<file path="config.mk">
export PLATFORM = sky130hd
export DESIGN_NAME = riscv_wb_arbiter_flat
export DESIGN_NICKNAME = d
export VERILOG_FILES = /design/src/rtl/riscv_wb_arbiter_pkg.sv /design/src/rtl/riscv_wb_arbiter_if.sv /design/src/rtl/riscv_wb_arbiter_fifo.sv /design/src/rtl/riscv_wb_arbiter.sv /design/src/flat_wrapper.sv
export SDC_FILE = /design/constraint.sdc
export NUM_CORES = 1
export LEC_CHECK = 0
export BUFFER_PORTS_ARGS = -buffer_cell sky130_fd_sc_hd__buf_2
export CAP_MARGIN = 20
export CORE_UTILIZATION = 54
export DETAILED_ROUTE_END_ITERATION = 6
export PLACE_DENSITY = 0.9
export RECOVER_POWER = 100
export SLEW_MARGIN = 20
export SYNTH_ARGS = -nofsm -noshare
export SYNTH_HDL_FRONTEND = slang
export SYNTH_SLANG_ARGS = --single-unit
</file>
<file path="constraint.sdc">
create_clock -name clk_i -period 3.69 [get_ports clk_i]
set_input_delay 0.369 -clock clk_i [delete_from_list [all_inputs] [get_ports clk_i]]
set_output_delay 0.369 -clock clk_i [all_outputs]
set_load 0.02 [all_outputs]
</file>
<file path="src/rtl/riscv_wb_arbiter_pkg.sv">
// riscv_wb_arbiter_pkg: shared widths and load-format codes for the writeback arbiter.
//   WB_DW     default datapath width
//   ZERO_REG  x0, never written to the register file
//   load_f3_e load funct3 encodings; f3_is_* classify a stored funct3 at FIFO pop
package riscv_wb_arbiter_pkg;
    localparam int WB_DW = 32;
    localparam logic [4:0] ZERO_REG = 5'd0;
    typedef enum logic [2:0] {
        F3_LB  = 3'b000,
        F3_LH  = 3'b001,
        F3_LW  = 3'b010,
        F3_LBU = 3'b100,
        F3_LHU = 3'b101
    } load_f3_e;
    function automatic logic f3_is_byte(input logic [2:0] f3);
        return f3 == F3_LB || f3 == F3_LBU;
    endfunction
    function automatic logic f3_is_half(input logic [2:0] f3);
        return f3 == F3_LH || f3 == F3_LHU;
    endfunction
    function automatic logic f3_is_signed(input logic [2:0] f3);
        return f3 == F3_LB || f3 == F3_LH;
    endfunction
endpackage

</file>
<file path="src/rtl/riscv_wb_arbiter_if.sv">
// riscv_wb_arbiter_if: bundle of pipeline, long-latency, hazard-query and regfile-write signals.
//   slave  modport: the arbiter (consumes pipe_*/ll_*/query_index_i, drives the rest)
//   master modport: upstream pipeline / regfile side
interface riscv_wb_arbiter_if
    import riscv_wb_arbiter_pkg::*;
#(
    parameter int DW = WB_DW
) ();
    logic          pipe_valid_i;
    logic [4:0]    pipe_index_i;
    logic [DW-1:0] pipe_data_i;
    logic          pipe_stall_o;
    logic          ll_valid_i;
    logic          ll_ready_o;
    logic [4:0]    ll_index_i;
    logic [DW-1:0] ll_data_i;
    logic [2:0]    ll_funct3_i;
    logic [1:0]    ll_addr_lo_i;
    logic [4:0]    query_index_i;
    logic          query_hit_o;
    logic [4:0]    WrIndex_o;
    logic [DW-1:0] Data_o;
    logic          Wr_o;
    modport slave (
        input  pipe_valid_i, pipe_index_i, pipe_data_i,
        input  ll_valid_i, ll_index_i, ll_data_i, ll_funct3_i, ll_addr_lo_i,
        input  query_index_i,
        output pipe_stall_o, ll_ready_o, query_hit_o,
        output WrIndex_o, Data_o, Wr_o
    );
    modport master (
        output pipe_valid_i, pipe_index_i, pipe_data_i,
        output ll_valid_i, ll_index_i, ll_data_i, ll_funct3_i, ll_addr_lo_i,
        output query_index_i,
        input  pipe_stall_o, ll_ready_o, query_hit_o,
        input  WrIndex_o, Data_o, Wr_o
    );
endinterface

</file>
<file path="src/rtl/riscv_wb_arbiter_fifo.sv">
// riscv_wb_arbiter_fifo: long-latency result FIFO storing {index, funct3, addr_lo, data}.
//   push/pop      enqueue at write pointer / dequeue head (caller guarantees !full / !empty)
//   full/empty    occupancy flags from registered per-entry valid bits
//   head_*        fields of the oldest entry
//   ent_valid/ent_index  per-slot valid and destination, for the hazard query
module riscv_wb_arbiter_fifo #(
    parameter int DW    = 32,
    parameter int DEPTH = 2
) (
    input  logic                  clk_i,
    input  logic                  rst_i,
    input  logic                  push,
    input  logic [4:0]            push_index,
    input  logic [2:0]            push_funct3,
    input  logic [1:0]            push_addr_lo,
    input  logic [DW-1:0]         push_data,
    input  logic                  pop,
    output logic                  full,
    output logic                  empty,
    output logic [4:0]            head_index,
    output logic [2:0]            head_funct3,
    output logic [1:0]            head_addr_lo,
    output logic [DW-1:0]         head_data,
    output logic [DEPTH-1:0]      ent_valid,
    output logic [DEPTH-1:0][4:0] ent_index
);
    localparam int AW = $clog2(DEPTH);
    logic [AW-1:0]    wr_ptr;
    logic [AW-1:0]    rd_ptr;
    logic [DEPTH-1:0] vld;
    logic [DEPTH-1:0] vld_n;
    logic [4:0]       idx_mem  [DEPTH];
    logic [2:0]       f3_mem   [DEPTH];
    logic [1:0]       lo_mem   [DEPTH];
    logic [DW-1:0]    data_mem [DEPTH];
    // Per-slot valid bits make full/empty trivial; a same-cycle push and pop
    // touch different slots because push is blocked when full.
    always_comb begin
        vld_n = vld;
        if (pop) vld_n[rd_ptr] = 1'b0;
        if (push) vld_n[wr_ptr] = 1'b1;
    end
    always_ff @(posedge clk_i or negedge rst_i) begin
        if (!rst_i) begin
            vld    <= '0;
            wr_ptr <= '0;
            rd_ptr <= '0;
        end else begin
            vld    <= vld_n;
            wr_ptr <= push ? wr_ptr + 1'b1 : wr_ptr;
            rd_ptr <= pop ? rd_ptr + 1'b1 : rd_ptr;
        end
    end
    always_ff @(posedge clk_i) begin
        if (push) begin
            idx_mem[wr_ptr]  <= push_index;
            f3_mem[wr_ptr]   <= push_funct3;
            lo_mem[wr_ptr]   <= push_addr_lo;
            data_mem[wr_ptr] <= push_data;
        end
    end
    always_comb begin
        for (int i = 0; i < DEPTH; i++) ent_index[i] = idx_mem[i];
    end
    assign full         = &vld;
    assign empty        = ~|vld;
    assign ent_valid    = vld;
    assign head_index   = idx_mem[rd_ptr];
    assign head_funct3  = f3_mem[rd_ptr];
    assign head_addr_lo = lo_mem[rd_ptr];
    assign head_data    = data_mem[rd_ptr];
endmodule

</file>
<file path="src/rtl/riscv_wb_arbiter.sv">
// riscv_wb_arbiter: writeback stage merging in-order pipeline results and buffered
// long-latency results into the single register-file write port.
//   clk_i  rising-edge clock
//   rst_i  asynchronous active-low reset
//   bus    riscv_wb_arbiter_if.slave: pipe_* in / pipe_stall_o out, ll_* in / ll_ready_o out,
//          query_index_i in / query_hit_o out, registered WrIndex_o/Data_o/Wr_o out
// Optional macro RISCV_WB_FAIR_EN: after FAIR_LIMIT consecutive lost cycles the FIFO head is
// forced through and the pipeline is stalled for that cycle. Without it the pipeline always wins.
module riscv_wb_arbiter
    import riscv_wb_arbiter_pkg::*;
#(
    parameter int DW         = WB_DW,
    parameter int FIFO_DEPTH = 2,
    parameter int FAIR_LIMIT = 4
) (
    input  logic                   clk_i,
    input  logic                   rst_i,
    riscv_wb_arbiter_if.slave      bus
);
    logic                       full;
    logic                       empty;
    logic [4:0]                 head_index;
    logic [2:0]                 head_funct3;
    logic [1:0]                 head_addr_lo;
    logic [DW-1:0]              head_data;
    logic [FIFO_DEPTH-1:0]      ent_valid;
    logic [FIFO_DEPTH-1:0][4:0] ent_index;
    logic                       push;
    logic                       pop;
    logic                       stall;
    logic                       pipe_win;
    logic                       hit;
    logic [4:0]                 win_index;
    logic [DW-1:0]              win_data;
    logic [7:0]                 ld_byte;
    logic [15:0]                ld_half;
    logic                       sgn;
    logic [DW-1:0]              ll_aligned;

    riscv_wb_arbiter_fifo #(.DW(DW), .DEPTH(FIFO_DEPTH)) u_fifo (
        .clk_i        (clk_i),
        .rst_i        (rst_i),
        .push         (push),
        .push_index   (bus.ll_index_i),
        .push_funct3  (bus.ll_funct3_i),
        .push_addr_lo (bus.ll_addr_lo_i),
        .push_data    (bus.ll_data_i),
        .pop          (pop),
        .full         (full),
        .empty        (empty),
        .head_index   (head_index),
        .head_funct3  (head_funct3),
        .head_addr_lo (head_addr_lo),
        .head_data    (head_data),
        .ent_valid    (ent_valid),
        .ent_index    (ent_index)
    );

    assign push            = bus.ll_valid_i & ~full;
    assign bus.ll_ready_o  = ~full;
    assign bus.pipe_stall_o = stall;
    assign pipe_win        = bus.pipe_valid_i & ~stall;
    assign pop             = ~pipe_win & ~empty;

`ifdef RISCV_WB_FAIR_EN
    localparam int CW = $clog2(FAIR_LIMIT + 1);
    logic [CW-1:0] fair_cnt;
    assign stall = ~empty & (fair_cnt == CW'(FAIR_LIMIT));
    // Counts cycles the head sits behind the pipeline; any pop or an empty FIFO restarts it.
    always_ff @(posedge clk_i or negedge rst_i) begin
        if (!rst_i) fair_cnt <= '0;
        else        fair_cnt <= (pop | empty) ? '0 : fair_cnt + 1'b1;
    end
`else
    localparam int unused_fair_limit = FAIR_LIMIT;
    assign stall = 1'b0;
`endif

    // Load alignment happens on the way out of the FIFO so the stored data stays raw.
    always_comb begin
        ld_byte    = 8'(head_data >> {head_addr_lo, 3'b000});
        ld_half    = head_addr_lo[1] ? head_data[31:16] : head_data[15:0];
        sgn        = f3_is_signed(head_funct3);
        ll_aligned = f3_is_byte(head_funct3) ? {{(DW-8){sgn & ld_byte[7]}}, ld_byte} :
                     f3_is_half(head_funct3) ? {{(DW-16){sgn & ld_half[15]}}, ld_half} :
                     head_data;
    end

    // The head stays in ent_valid during its pop cycle, so that case is covered too.
    always_comb begin
        hit = 1'b0;
        for (int i = 0; i < FIFO_DEPTH; i++) hit = hit | (ent_valid[i] & (ent_index[i] == bus.query_index_i));
    end
    assign bus.query_hit_o = hit & (bus.query_index_i != ZERO_REG);

    assign win_index = pipe_win ? bus.pipe_index_i : head_index;
    assign win_data  = pipe_win ? bus.pipe_data_i : ll_aligned;

    always_ff @(posedge clk_i or negedge rst_i) begin
        if (!rst_i) begin
            bus.Wr_o      <= 1'b0;
            bus.WrIndex_o <= '0;
            bus.Data_o    <= '0;
        end else begin
            bus.Wr_o <= (pipe_win | pop) & (win_index != ZERO_REG);
            if (pipe_win | pop) begin
                bus.WrIndex_o <= win_index;
                bus.Data_o    <= win_data;
            end
        end
    end
endmodule
</file>
<file path="src/flat_wrapper.sv">
// flat-port wrapper written by rule: the top's interface ports become plain ports
module riscv_wb_arbiter_flat import riscv_wb_arbiter_pkg::*;
#(
    parameter int DW         = WB_DW,
    parameter int FIFO_DEPTH = 2,
    parameter int FAIR_LIMIT = 4
)
  (clk_i, rst_i, bus_pipe_valid_i, bus_pipe_index_i, bus_pipe_data_i, bus_ll_valid_i, bus_ll_index_i, bus_ll_data_i, bus_ll_funct3_i, bus_ll_addr_lo_i, bus_query_index_i, bus_pipe_stall_o, bus_ll_ready_o, bus_query_hit_o, bus_WrIndex_o, bus_Data_o, bus_Wr_o);
  riscv_wb_arbiter_if #(.DW(DW)) bus_i ();
  input  logic clk_i;
  input  logic rst_i;
  input wire logic [$bits(bus_i.pipe_valid_i)-1:0] bus_pipe_valid_i;
  input wire logic [$bits(bus_i.pipe_index_i)-1:0] bus_pipe_index_i;
  input wire logic [$bits(bus_i.pipe_data_i)-1:0] bus_pipe_data_i;
  input wire logic [$bits(bus_i.ll_valid_i)-1:0] bus_ll_valid_i;
  input wire logic [$bits(bus_i.ll_index_i)-1:0] bus_ll_index_i;
  input wire logic [$bits(bus_i.ll_data_i)-1:0] bus_ll_data_i;
  input wire logic [$bits(bus_i.ll_funct3_i)-1:0] bus_ll_funct3_i;
  input wire logic [$bits(bus_i.ll_addr_lo_i)-1:0] bus_ll_addr_lo_i;
  input wire logic [$bits(bus_i.query_index_i)-1:0] bus_query_index_i;
  output wire logic [$bits(bus_i.pipe_stall_o)-1:0] bus_pipe_stall_o;
  output wire logic [$bits(bus_i.ll_ready_o)-1:0] bus_ll_ready_o;
  output wire logic [$bits(bus_i.query_hit_o)-1:0] bus_query_hit_o;
  output wire logic [$bits(bus_i.WrIndex_o)-1:0] bus_WrIndex_o;
  output wire logic [$bits(bus_i.Data_o)-1:0] bus_Data_o;
  output wire logic [$bits(bus_i.Wr_o)-1:0] bus_Wr_o;
  assign bus_i.pipe_valid_i = bus_pipe_valid_i;
  assign bus_i.pipe_index_i = bus_pipe_index_i;
  assign bus_i.pipe_data_i = bus_pipe_data_i;
  assign bus_i.ll_valid_i = bus_ll_valid_i;
  assign bus_i.ll_index_i = bus_ll_index_i;
  assign bus_i.ll_data_i = bus_ll_data_i;
  assign bus_i.ll_funct3_i = bus_ll_funct3_i;
  assign bus_i.ll_addr_lo_i = bus_ll_addr_lo_i;
  assign bus_i.query_index_i = bus_query_index_i;
  assign bus_pipe_stall_o = bus_i.pipe_stall_o;
  assign bus_ll_ready_o = bus_i.ll_ready_o;
  assign bus_query_hit_o = bus_i.query_hit_o;
  assign bus_WrIndex_o = bus_i.WrIndex_o;
  assign bus_Data_o = bus_i.Data_o;
  assign bus_Wr_o = bus_i.Wr_o;
  riscv_wb_arbiter #(.DW(DW), .FIFO_DEPTH(FIFO_DEPTH), .FAIR_LIMIT(FAIR_LIMIT)) u_core (.clk_i(clk_i), .rst_i(rst_i), .bus(bus_i));
endmodule
</file>
==> metrics.md <==
| Metric | Value |
|---|---|
| Status | `finished, violations left` |
| Failing checks | `capacitance limit, slew limit` |
| Port Buffer Count | `127` |
| HP Class | `in -> reg` |
| Die ar. | `0.0112 sq mm` |
| Total number of vias | `4241` |
| Clk buf depth | `2` |
| Critical path type | `reg -> reg` |
| Rel. slew slack | `-45.1%` |
| Design area | `0.00711 sq mm` |
| Clk_lat worst skew | `0.52 ns` |
| Worst Hold Path Cells | `1` |
| First-pass GRT wire length | `21500 microns` |
| Library cells used by synthesis | `55` |
| CTS Hold Bufs | `1` |
| Max-Cap Viols | `2` |
| Final #Nets | `651` |
| Die height | `106 microns` |
| Startpoint type of the worst setup path | `flip-flop` |
| Total CTS buffers | `17` |
| Worst R2R Start | `u_core.u_fifo.rd_ptr` |
| Final hold viol count | `0` |
| Leak Pwr | `2.76 nW` |
| Cell taking the most area after synthesis | `edfxtp_1` |
| Final worst-path cycle share | `81.7%` |
| Post-CTS Setup Inserts | `0` |
| First-pass DRT Iterations | `5` |
| DRC viols | `0` |
| Critical path launch point | `u_core.u_fifo.rd_ptr` |
| RSZ-0062 raised after global routing | `false` |
| Avg WL per Cell | `19.4 microns` |
| Dpl cell area | `0.00653 sq mm` |
| Reg clk slew, reported paths | `0.06 ns` |
| Synth cell count leaders | `edfxtp_1 (84), mux2i_1 (52), dfrtp_1 (42), nand2_1 (31), o22ai_1 (24)` |
| Antenna diodes | `0` |
| Hold path start | `bus_ll_data_i[16]` |
| # rows | `37` |
| Cell Area, Synth | `0.00583 sq mm` |
| Critical-path maximum fanout | `45` |
| GRT Residual Overflow | `0` |
| Ys flop type | `edfxtp_1` |
| Total number of yosys warnings | `0` |
| Initial antenna violation count | `0` |
| H-Tree Depth | `4` |
| FF+latch count, synth | `126` |
| Skew final | `0.00483 ns` |
| VDD IR max | `0.000505 V` |
| Routed Antenna Nets | `0` |
| Vias in the first global route | `4156` |
| Area share of the largest cell type after synthesis | `43.3%` |
| CP required | `4.13 ns` |
| FMAX | `332 MHz` |
| Syn Area/Cell | `13.4 sq um` |
| Max-slew violation count | `87` |
| Syn nets | `523` |
| CTS tree | `yes` |
| P&R area growth vs syn | `22.0%` |
| Most numerous cell in the Yosys netlist | `edfxtp_1` |
| Drt via density | `5.96` |
| Layout cells sized above 1 | `24.3%` |
| Fin crit period | `3.02 ns` |
| CP peak stage delay | `1.07 ns` |
| Die W | `106 microns` |
| Initial core utilization | `56.2%` |
| Initial DRC count | `325` |
| IO Pins | `129` |
| EDFF count, synth | `84` |
| Root buffer cell | `clkbuf_8` |
| Total global-route track usage | `25.8%` |
| Largest net degree at the start of global routing | `46` |
| WL final | `13800 microns` |
| Syn Inst Count | `435` |
| Register area share after synthesis | `61.3%` |
| Slew @ Worst Pin | `2.18 ns` |
| Post-DP HPWL | `9840 microns` |
| Post-CTS sizing | `0` |
| Worst Setup End Kind | `flip-flop` |
| Setup TNS | `0 ns` |
| Async S/R FF share, synth | `33.3%` |
| Synth area leaders | `edfxtp_1 (43%), dfrtp_1 (18%), mux2i_1 (8.9%)` |
| Slowest-stage cell, CP | `dfrtp_2` |
| CTS sink count | `126` |
| Power Density | `873 mW/mm^2` |
| Worst r2r path cells | `4` |
| Core region area | `0.0104 sq mm` |
| CP Cell Sequence | `mux2_1, mux2i_1, a21oi_4, a31oi_1` |
| Worst path arrival time | `3.46 ns` |
| Final GP Congestion | `0.910` |
| Finish-stage setup viols | `0` |
[state kept, by name, summed over array words and instances (netlist names)]
name / count
u_core.u_fifo.data_mem: 64
u_core.bus.Data_o: 32
u_core.u_fifo.idx_mem: 10
u_core.u_fifo.f3_mem: 6
u_core.bus.WrIndex_o: 5
u_core.u_fifo.lo_mem: 4
u_core.u_fifo.ent_valid: 2
u_core.bus.Wr_o: 1
u_core.u_fifo.rd_ptr: 1
u_core.u_fifo.wr_ptr: 1
[cells by family (layout without fill, tap and decap cells)]
logic type | Yosys count | count (layout) | share of synthesized area, %
compound gates | 115 | 115 | 14.6
xor+xnor | 12 | 12 | 1.80
buf+inv | 30 | 170 | 2.92
flops | 126 | 126 | 61.3
mux | 67 | 67 | 12.1
other cells | 1 | 1 | 0.0644
simple gates | 84 | 84 | 7.22
[per-layer routing]
metal	wire (microns)	part of all wire, %	vias to the layer above	global-route usage, %
met5	0	0	-	0
met4	436	3.2	0	12.1
met3	1010	7.3	34	5.01
met2	6500	47	231	40.1
met1	5880	43	2024	35.3
li1	-	-	1952	-
[critical path: cells and delay by family, from the launching register on]
kind           cells  cell delay [ns]
AO/OA/AOI/OAI      2             0.56
flip-flops         1             1.07
multiplexers       2             1.29
[cells in the final DEF (no fill, tap or decap), drive strengths merged, types with 3 or more instances in the layout]
cell type  synthesis  routed
and2               3       3
nand2             31      31
o22ai             24      24
o31ai              5       5
edfxtp            84      84
dfrtp             42      42
or2                5       5
mux2i             54      54
a21oi             24      24
clkinv             1       5
nor3               3       3
clkbuf            10      78
a31oi             19      19
inv                4       5
a22oi             10      10
buf               15      72
and3               3       3
o21ai             16      16
mux2              13      13
bufinv             0       6
o22a               5       5
xnor2              3       3
clkinvlp           0       3
nand3             10      10
nor2              16      16
xor2               9       9
[cell type report]
cell class	instances	area [sq um]
sequential	126	3570
clock buffer	17	414
tap	136	170
timing repair buffer	134	612
multi-input combinational	279	2080
inverter	5	18.8
clock inverter	14	241
fill	733	3260
[worst paths after layout]
path                                                 endpoint  slack [ns]
worst max-delay path                    u_core.bus.Data_o[13]        0.67
max in group asynchronous                u_core.u_fifo.rd_ptr        1.26
min in group asynchronous               u_core.bus.Data_o[30]        1.03
worst min register to register        u_core.bus.WrIndex_o[4]        0.48
worst min-delay path            u_core.u_fifo.data_mem[1][16]        0.03
worst max register to register          u_core.bus.Data_o[13]        0.67
[where the power goes]
group          leakage, nW  internal (mW)  switching, mW
clock network        0.308           1.23          0.614
registers             1.27           1.99          0.346
logic                 1.18          0.740           1.28
[stage by stage]
| step | cells | setup slack, ns | utilization, % | hold WS [ns] | power, mW |
|---|---|---|---|---|---|
| 2_1_floorplan | 435 | 0.722 | - | 0.0734 | 3.79 |
| 3_3_place_gp | 678 | 1.03 | 62.9 | 0.458 | 4.35 |
| 3_5_place_dp | 678 | 0.951 | 62.9 | 0.466 | 4.41 |
| 4_1_cts | 710 | 0.934 | 69.4 | 0.0132 | 6.26 |
| 5_1_grt | 711 | 0.475 | 68.6 | 0.0193 | 6.48 |
| 6_report | 711 | 0.674 | 68.6 | 0.0309 | 6.20 |
Power figures use the tool's default switching activity.
